[config.mk]
export PLATFORM = sky130hd
export DESIGN_NAME = seq_monitor
export DESIGN_NICKNAME = d
export VERILOG_FILES = /design/src/rtl/seq_monitor.sv
export SDC_FILE = /design/constraint.sdc
export NUM_CORES = 1
export LEC_CHECK = 0
export ABC_AREA = 1
export CAP_MARGIN = 15
export CORE_MARGIN = 3
export CORE_UTILIZATION = 54
export CTS_BUF_LIST = sky130_fd_sc_hd__clkbuf_4 sky130_fd_sc_hd__clkbuf_8 sky130_fd_sc_hd__clkbuf_16
export DETAILED_ROUTE_END_ITERATION = 7
export PLACE_DENSITY = 0.79
export RECOVER_POWER = 50
export SLEW_MARGIN = 20
export SYNTH_ARGS = -nofsm -noshare
export SYNTH_HDL_FRONTEND = slang
export SYNTH_SLANG_ARGS = --single-unit
[constraint.sdc]
create_clock -name clk -period 1.6 [get_ports clk]
set_input_delay 0.16 -clock clk [delete_from_list [all_inputs] [get_ports clk]]
set_output_delay 0.16 -clock clk [all_outputs]
set_load 0.005 [all_outputs]
[src/rtl/seq_monitor.sv]
// seq_monitor: checks that the 3-bit special sequence counter (0->5->6->2->7->0)
// advances legally. Holds are tolerated (enable-gated counter). It reports
// lock status, counts completed periods while locked, and flags/counts faults.
//
// Parameters:
//   LOCK_CNT  consecutive legal advances needed to declare lock (1..15)
//   CYC_W     width of period_cnt
// Ports:
//   clk         system clock, rising edge
//   rst_n       asynchronous active-low reset
//   q           counter value under test, sampled every edge
//   clr         synchronous clear of fault, counters and lock state
//   locked      sequence verified and tracking
//   fault       illegal value/transition seen while locked
//   period_cnt  completed 7->0 wraps seen while locked (modulo 2^CYC_W)
//   err_cnt     number of faults, saturating at 15
// Build option:
//   SEQ_MON_STICKY_FAULT_EN  when defined, FAULT is held until clr;
//                            otherwise fault is a one-cycle pulse and the
//                            monitor re-hunts automatically.
module seq_monitor #(
  parameter int unsigned LOCK_CNT = 2,
  parameter int unsigned CYC_W    = 8
) (
  input  logic             clk,
  input  logic             rst_n,
  input  logic [2:0]       q,
  input  logic             clr,
  output logic             locked,
  output logic             fault,
  output logic [CYC_W-1:0] period_cnt,
  output logic [3:0]       err_cnt
);

  localparam int unsigned Q_W   = 3;
  localparam int unsigned RUN_W = 4;
  localparam int unsigned ERR_W = 4;

  localparam logic [RUN_W-1:0] LOCK_TGT = RUN_W'(LOCK_CNT);
  localparam logic [ERR_W-1:0] ERR_MAX  = '1;

  typedef enum logic [1:0] {
    ST_INIT   = 2'd0,
    ST_HUNT   = 2'd1,
    ST_LOCKED = 2'd2,
    ST_FAULT  = 2'd3
  } state_t;

  state_t             state, state_n;
  logic [Q_W-1:0]     q_d;
  logic [RUN_W-1:0]   run, run_n, run_inc;
  logic [CYC_W-1:0]   period_n;
  logic [ERR_W-1:0]   err_n;
  logic               locked_n, fault_n;
  logic               is_adv, is_hold, is_wrap;

  // Membership in the legal code set {0,5,6,2,7}
  function automatic logic code_legal(input logic [Q_W-1:0] v);
    case (v)
      3'd0, 3'd5, 3'd6, 3'd2, 3'd7: code_legal = 1'b1;
      default:                      code_legal = 1'b0;
    endcase
  endfunction

  // Expected next code of the counter
  function automatic logic [Q_W-1:0] code_succ(input logic [Q_W-1:0] v);
    case (v)
      3'd0:    code_succ = 3'd5;
      3'd5:    code_succ = 3'd6;
      3'd6:    code_succ = 3'd2;
      3'd2:    code_succ = 3'd7;
      3'd7:    code_succ = 3'd0;
      default: code_succ = 3'd0;
    endcase
  endfunction

  // Transition classification of the current sample against the previous one
  always_comb begin
    is_adv  = code_legal(q_d) && code_legal(q) && (q == code_succ(q_d));
    is_hold = code_legal(q) && (q == q_d);
    is_wrap = is_adv && (q_d == 3'd7);
    run_inc = run + RUN_W'(1);
  end

  // Next-state and next-output logic; clr overrides every other event
  always_comb begin
    state_n  = state;
    run_n    = run;
    period_n = period_cnt;
    err_n    = err_cnt;

    if (clr) begin
      state_n  = ST_HUNT;
      run_n    = '0;
      period_n = '0;
      err_n    = '0;
    end else begin
      case (state)
        ST_INIT: begin
          state_n = ST_HUNT;
          run_n   = '0;
        end
        ST_HUNT: begin
          if (is_adv) begin
            if (run_inc == LOCK_TGT) begin
              state_n = ST_LOCKED;
              run_n   = '0;
            end else begin
              run_n = run_inc;
            end
          end else if (!is_hold) begin
            run_n = '0;
          end
        end
        ST_LOCKED: begin
          if (is_adv || is_hold) begin
            if (is_wrap) period_n = period_cnt + CYC_W'(1);
          end else begin
            state_n = ST_FAULT;
            if (err_cnt != ERR_MAX) err_n = err_cnt + ERR_W'(1);
          end
        end
        ST_FAULT: begin
`ifdef SEQ_MON_STICKY_FAULT_EN
          // Held until clr; q is ignored apart from q_d sampling
          state_n = ST_FAULT;
`else
          // One-cycle fault pulse, then re-hunt from scratch
          state_n = ST_HUNT;
          run_n   = '0;
`endif
        end
        default: begin
          state_n = ST_INIT;
          run_n   = '0;
        end
      endcase
    end

    locked_n = (state_n == ST_LOCKED);
    fault_n  = (state_n == ST_FAULT);
  end

  // State, sample history and registered outputs
  always_ff @(posedge clk or negedge rst_n) begin
    if (!rst_n) begin
      state      <= ST_INIT;
      q_d        <= '0;
      run        <= '0;
      locked     <= 1'b0;
      fault      <= 1'b0;
      period_cnt <= '0;
      err_cnt    <= '0;
    end else begin
      state      <= state_n;
      q_d        <= q;
      run        <= run_n;
      locked     <= locked_n;
      fault      <= fault_n;
      period_cnt <= period_n;
      err_cnt    <= err_n;
    end
  end

endmodule

After elaboration in Yosys (flattened, before gate mapping)
Index checks and enable logic that the tools add are counted.

Add/subtract/negate cells: 3. Reduce and logical (&&, ||, !) cells: 19. Equal/unequal tests: 19. Mux-type cells: 21.

Operators by type and width (number): $mux 4 (8); $mux 8 (4); $eq 3x3->1 const B (6); $pmux 3 s4 (1); $reduce_or 5->1 (2); $add 4x1->4 const B (2); $add 8x1->8 const B (1); $eq 2x2->1 const B (4); $mux 2 (4); $ne 4x4->1 const B (2); $pmux 4 s2 (1); $reduce_bool 2->1 (4); $eq 3x2->1 const B (2); $eq 3x3->1 (2); $logic_not 3->1 (2); $pmux 2 s3 (1); $reduce_and 3->1 (2); $eq 4x2->1 const B (1); $logic_and 1x1->1 (4); $reduce_bool 3->1 (1); $eq 2x1->1 const B (1); $logic_not 2->1 (1); $mux 1 (2); $ne 2x2->1 const B (1); other kinds (3) (3).

Word-level logic and storage cells: 69. Bits in registers: 23. Input port bits: 6.

Longest topological paths before layout
Depth after elaboration: 10. Gate-level depth with buffers: 12. Gate-level depth less buffers: 11.

Worst setup path before layout
No wires, ideal clock.

Kind: register to register. Start point: register run[0]. End point: register fault. Data arrival time: 1.298 ns. Clock period less this slack: 1.417 ns. Slack: 0.183 ns. Setup time: 0.119 ns. Path buffers: 0. Stages on the path, launching flop included: 10. Path through: dfrtp_1 -> ha_1 -> xnor2_1 -> nand2_1 -> nor2b_1 -> nand2_2 -> nand2_1 -> nand2_1 -> nand2_1 -> nor2_1.

Longest elaborated chain between the ends: 7.

RTL lines: start: declaration (line 51) `logic [RUN_W-1:0] run, run_n, run_inc;`; start signal: assignment (line 157) `run <= run_n;`; $add 4x1->4 (line 82) `run_inc = run + RUN_W'(1);`; $eq 4x2->1 (line 105) `if (run_inc == LOCK_TGT) begin`; $mux 2 (line 105); $mux 2 (line 104) `if (is_adv) begin`; $pmux 2 s3 (line 98) `case (state)`; $mux 2 (line 92) `if (clr) begin`; $eq 2x2->1 (line 141) `fault_n = (state_n == ST_FAULT);`; via fault_n (line 54) `logic locked_n, fault_n;`; end signal: assignment (line 159) `fault <= fault_n;`; end: declaration (line 30) `output logic fault,`.

The timed path passes the listed nets, and every way through them passes these cells. A chain may end at the register's enable or synchronous reset.

Worst setup path in the final report
Ends and elaborated chain as after synthesis.

==> impl_metrics.toml <==
[min_path]
hold_path_depth = 2
worstHoldEndpoint = "q_d[1]"
hp-start = "q[1]"
hold_path.class = "in -> reg"

[grt]
grt.total_usage = 0.1964
antenna_found_initial = 0
grt_pass1_wl_um = 5188
grt_pass1_vias = 1266
grt_max_degree = 24
grt_overflow = 0

[power]
pwr-share-seq = 0.453
power.switching_mw = 0.5303
leakagePower_nw = 0.9618
combPwrFrac = 0.353
p_sw_frac = 0.3535
p_per_area_mw_per_mm2 = 802.6
internal_power_mw = 0.9700
vdd_ir_drop_max_mv = 0.7193
clkPwrFrac = 0.194

[setup_path]
r2r_cells = 8
worst-path-max-fanout = 5
r2r_setup_slack_ns = 0.09
cp-end-kind = "flip-flop"
critPathKind = "reg -> reg"
reg2reg_to = "fault"
cp_slowest_cell = "dfrtp_1"
crit_required_ns = 1.85
slowest_delay_ns = 0.45
crit_chain = "ha_2, xnor2_2, nand2_1, nor2b_2, nand2_2, nand3_1, nand2_1, nor2_1"
r2r_start = "run[0]"
start_kind = "flip-flop"
arrival_ns = 1.76
cp_common_cell = "nand2_1"

[routing]
dr.first_iter.drc_count = 68
dr.pass1.iters = 4
viasPerCell = 5.321
num_vias = 1458
drt_wl_total_um = 3224
drc_errors = 0
wl_per_cell_um = 11.77
ant_nets = 0

[clock_tree]
cts_tree = "done"
clockBufferDepth = 2
numCtsBuffers = 3
clkTransAtPathRegs_ns = 0.12
cts_hold_buf = 0
root_buffer = "clkbuf_4"
h-tree-depth = 1
numClockSinks = 23
clkLatencyLatePin_ns = 0.31

[layout]
post-route-util = 0.7281
num_antenna_cells = 0
fill_cells = 207
drive_gt1_frac = 0.1598
area_growth_pct = 24.60
nets = 259
stdcell_area_mm2 = 0.001869

[yosys]
yosys-top-cells-area = "dfrtp_1 (38%), nand2_1 (17%), nand3_1 (7.0%), ha_1 (6.7%), nor2_1 (6.5%)"
syn-instance-count = 211
postSynthNetCount = 225
synth_warnings = 0
synth_area_leader_cell = "dfrtp_1"
synth-seq-cells = 23
synth.cell_area_mm2 = 0.001500
syn_avg_cell_area_um2 = 7.110
yosysUniqueCellTypes = 24
synth_top_cell_area_share = 0.3837
synth.yosys.seq_area_share = 0.3837

[die]
die_h_um = 58.71
initial_core_util = 0.5843
core_area_mm2 = 0.002567
fp.dieW_um = 58.71
die_area_mm2 = 0.003446
pin_count = 20
rows = 18

[sta]
worst_slew_pin_slew_ns = 1.194
setup_violations = 0
min_period_ns = 1.515
maxSlewViolCount = 0
slew_headroom = 0.2042
fin_ws_ns = 0.08518
skew_ns = 0.005405
hold_viol_final = 0
setup_tns_ns = 0
timing.hold.ws_ns = 0.4825
fin_crit_sh = 0.9468
fmax_mhz = 660.1

[job]
drv_cap = 0

[place]
hpwl_um = 2416
port_buffers = 19
routabilityCongestion = 0.8641
preCtsSetupSlack_ns = -0.1986
placed_area_mm2 = 0.001774

[run_status]
status = "complete, no violations"
[cell type report]
type,count,area (um^2),share of cell area
clock buffers,4,30.03,0.01606
inverters,24,90.09,0.04819
multi-input cells,161,850.8,0.4552
flip-flops and latches,23,576.8,0.3086
well taps,30,37.54,0.02008
repair buffers,32,284.0,0.1519
[logic make-up after synthesis]
| family | Yosys count | synth area share |
|---|---|---|
| simple gates | 134 | 0.3970 |
| buf+inv | 27 | 0.06922 |
| flops | 23 | 0.3837 |
| compound gates | 13 | 0.04837 |
| fa+ha+maj | 8 | 0.06672 |
| xor+xnor | 6 | 0.03503 |
[Yosys cell counts]
master,n
nor2b_1,1
nor3_2,1
inv_1,19
a21oi_1,5
inv_2,5
clkbuf_1,1
nor2_2,1
nand2_2,5
o21a_1,1
nor2_8,1
ha_1,8
nand2_1,69
xor2_1,2
nand4_1,4
dfrtp_1,23
nand3_2,2
o22ai_1,1
a21oi_2,1
xnor2_1,4
nand3_1,21
buf_2,2
o21ai_1,5
nor2_1,26
nor3_1,3
[metal layers]
metal  track usage  vias to the layer above  share of wire
met5             0                        -              0
met4        0.1133                        0          0.024
met3       0.03070                       11          0.049
met2        0.3206                       42           0.49
met1        0.2462                      673           0.44
li1              -                      732              -
[worst max-delay path by stage]
| stage | start | to | slack, ns | cells past startpoint |
|---|---|---|---|---|
| finish | run[0] | fault | 0.09 | 8 |
| global route | q_d[1] | err_cnt[2] | -0.01 | 10 |
| CTS | run[0] | fault | 0.03 | 9 |
| detailed placement | q[2] | err_cnt[2] | -0.20 | 10 |
| global placement | q[2] | period_cnt[4] | -0.11 | 12 |
| floorplan | run[0] | fault | 0.18 | 9 |
[what timing repair did]
action                                  4_1_cts  5_1_grt
endpoints found under the setup margin        2       15
pin swaps                                     0        3
buffers inserted                              0        5
resized for setup                             1        7
[through the flow]
stage          power (mW)  cells
2_1_floorplan       1.002    211
3_3_place_gp        1.165    265
3_5_place_dp        1.192    265
4_1_cts             1.481    269
5_1_grt             1.598    274
6_report            1.500    274
[critical path, delay by kind of cell (launching register included)]
| family | cells | cell delay (ns) |
|---|---|---|
| flops | 1 | 0.45 |
| xor+xnor | 1 | 0.15 |
| simple gates | 6 | 0.64 |
| fa+ha+maj | 1 | 0.22 |
[state kept, by name, summed over array words and instances, names as in the netlist]
| signal | flops |
|---|---|
| period_cnt | 8 |
| err_cnt | 4 |
| run | 4 |
| q_d | 3 |
| state | 2 |
| fault | 1 |
| locked | 1 |
[power by group through the flow]
stage	Sequential, mW	Combinational [mW]	Clock (mW)
floorplan	0.689	0.313	0
global placement	0.687	0.478	0
detailed placement	0.692	0.500	0
CTS	0.680	0.503	0.298
global route	0.687	0.593	0.317
finish	0.680	0.529	0.291
[cell usage in the layout (no fill, tap or decap), types with 2 or more instances in the layout]
cell,instances
inv_1,19
o21ai_1,5
nor2_1,26
clkdlybuf4s50_1,14
nand2_2,7
nand3_1,21
nand2_1,67
nor3_1,3
nand4_1,4
nand3_2,2
dfrtp_1,22
xor2_1,2
dlygate4sd3_1,5
inv_2,5
a21oi_1,5
xnor2_1,3
ha_1,7
clkbuf_4,4
buf_4,12
Power figures use the tool's default switching activity.
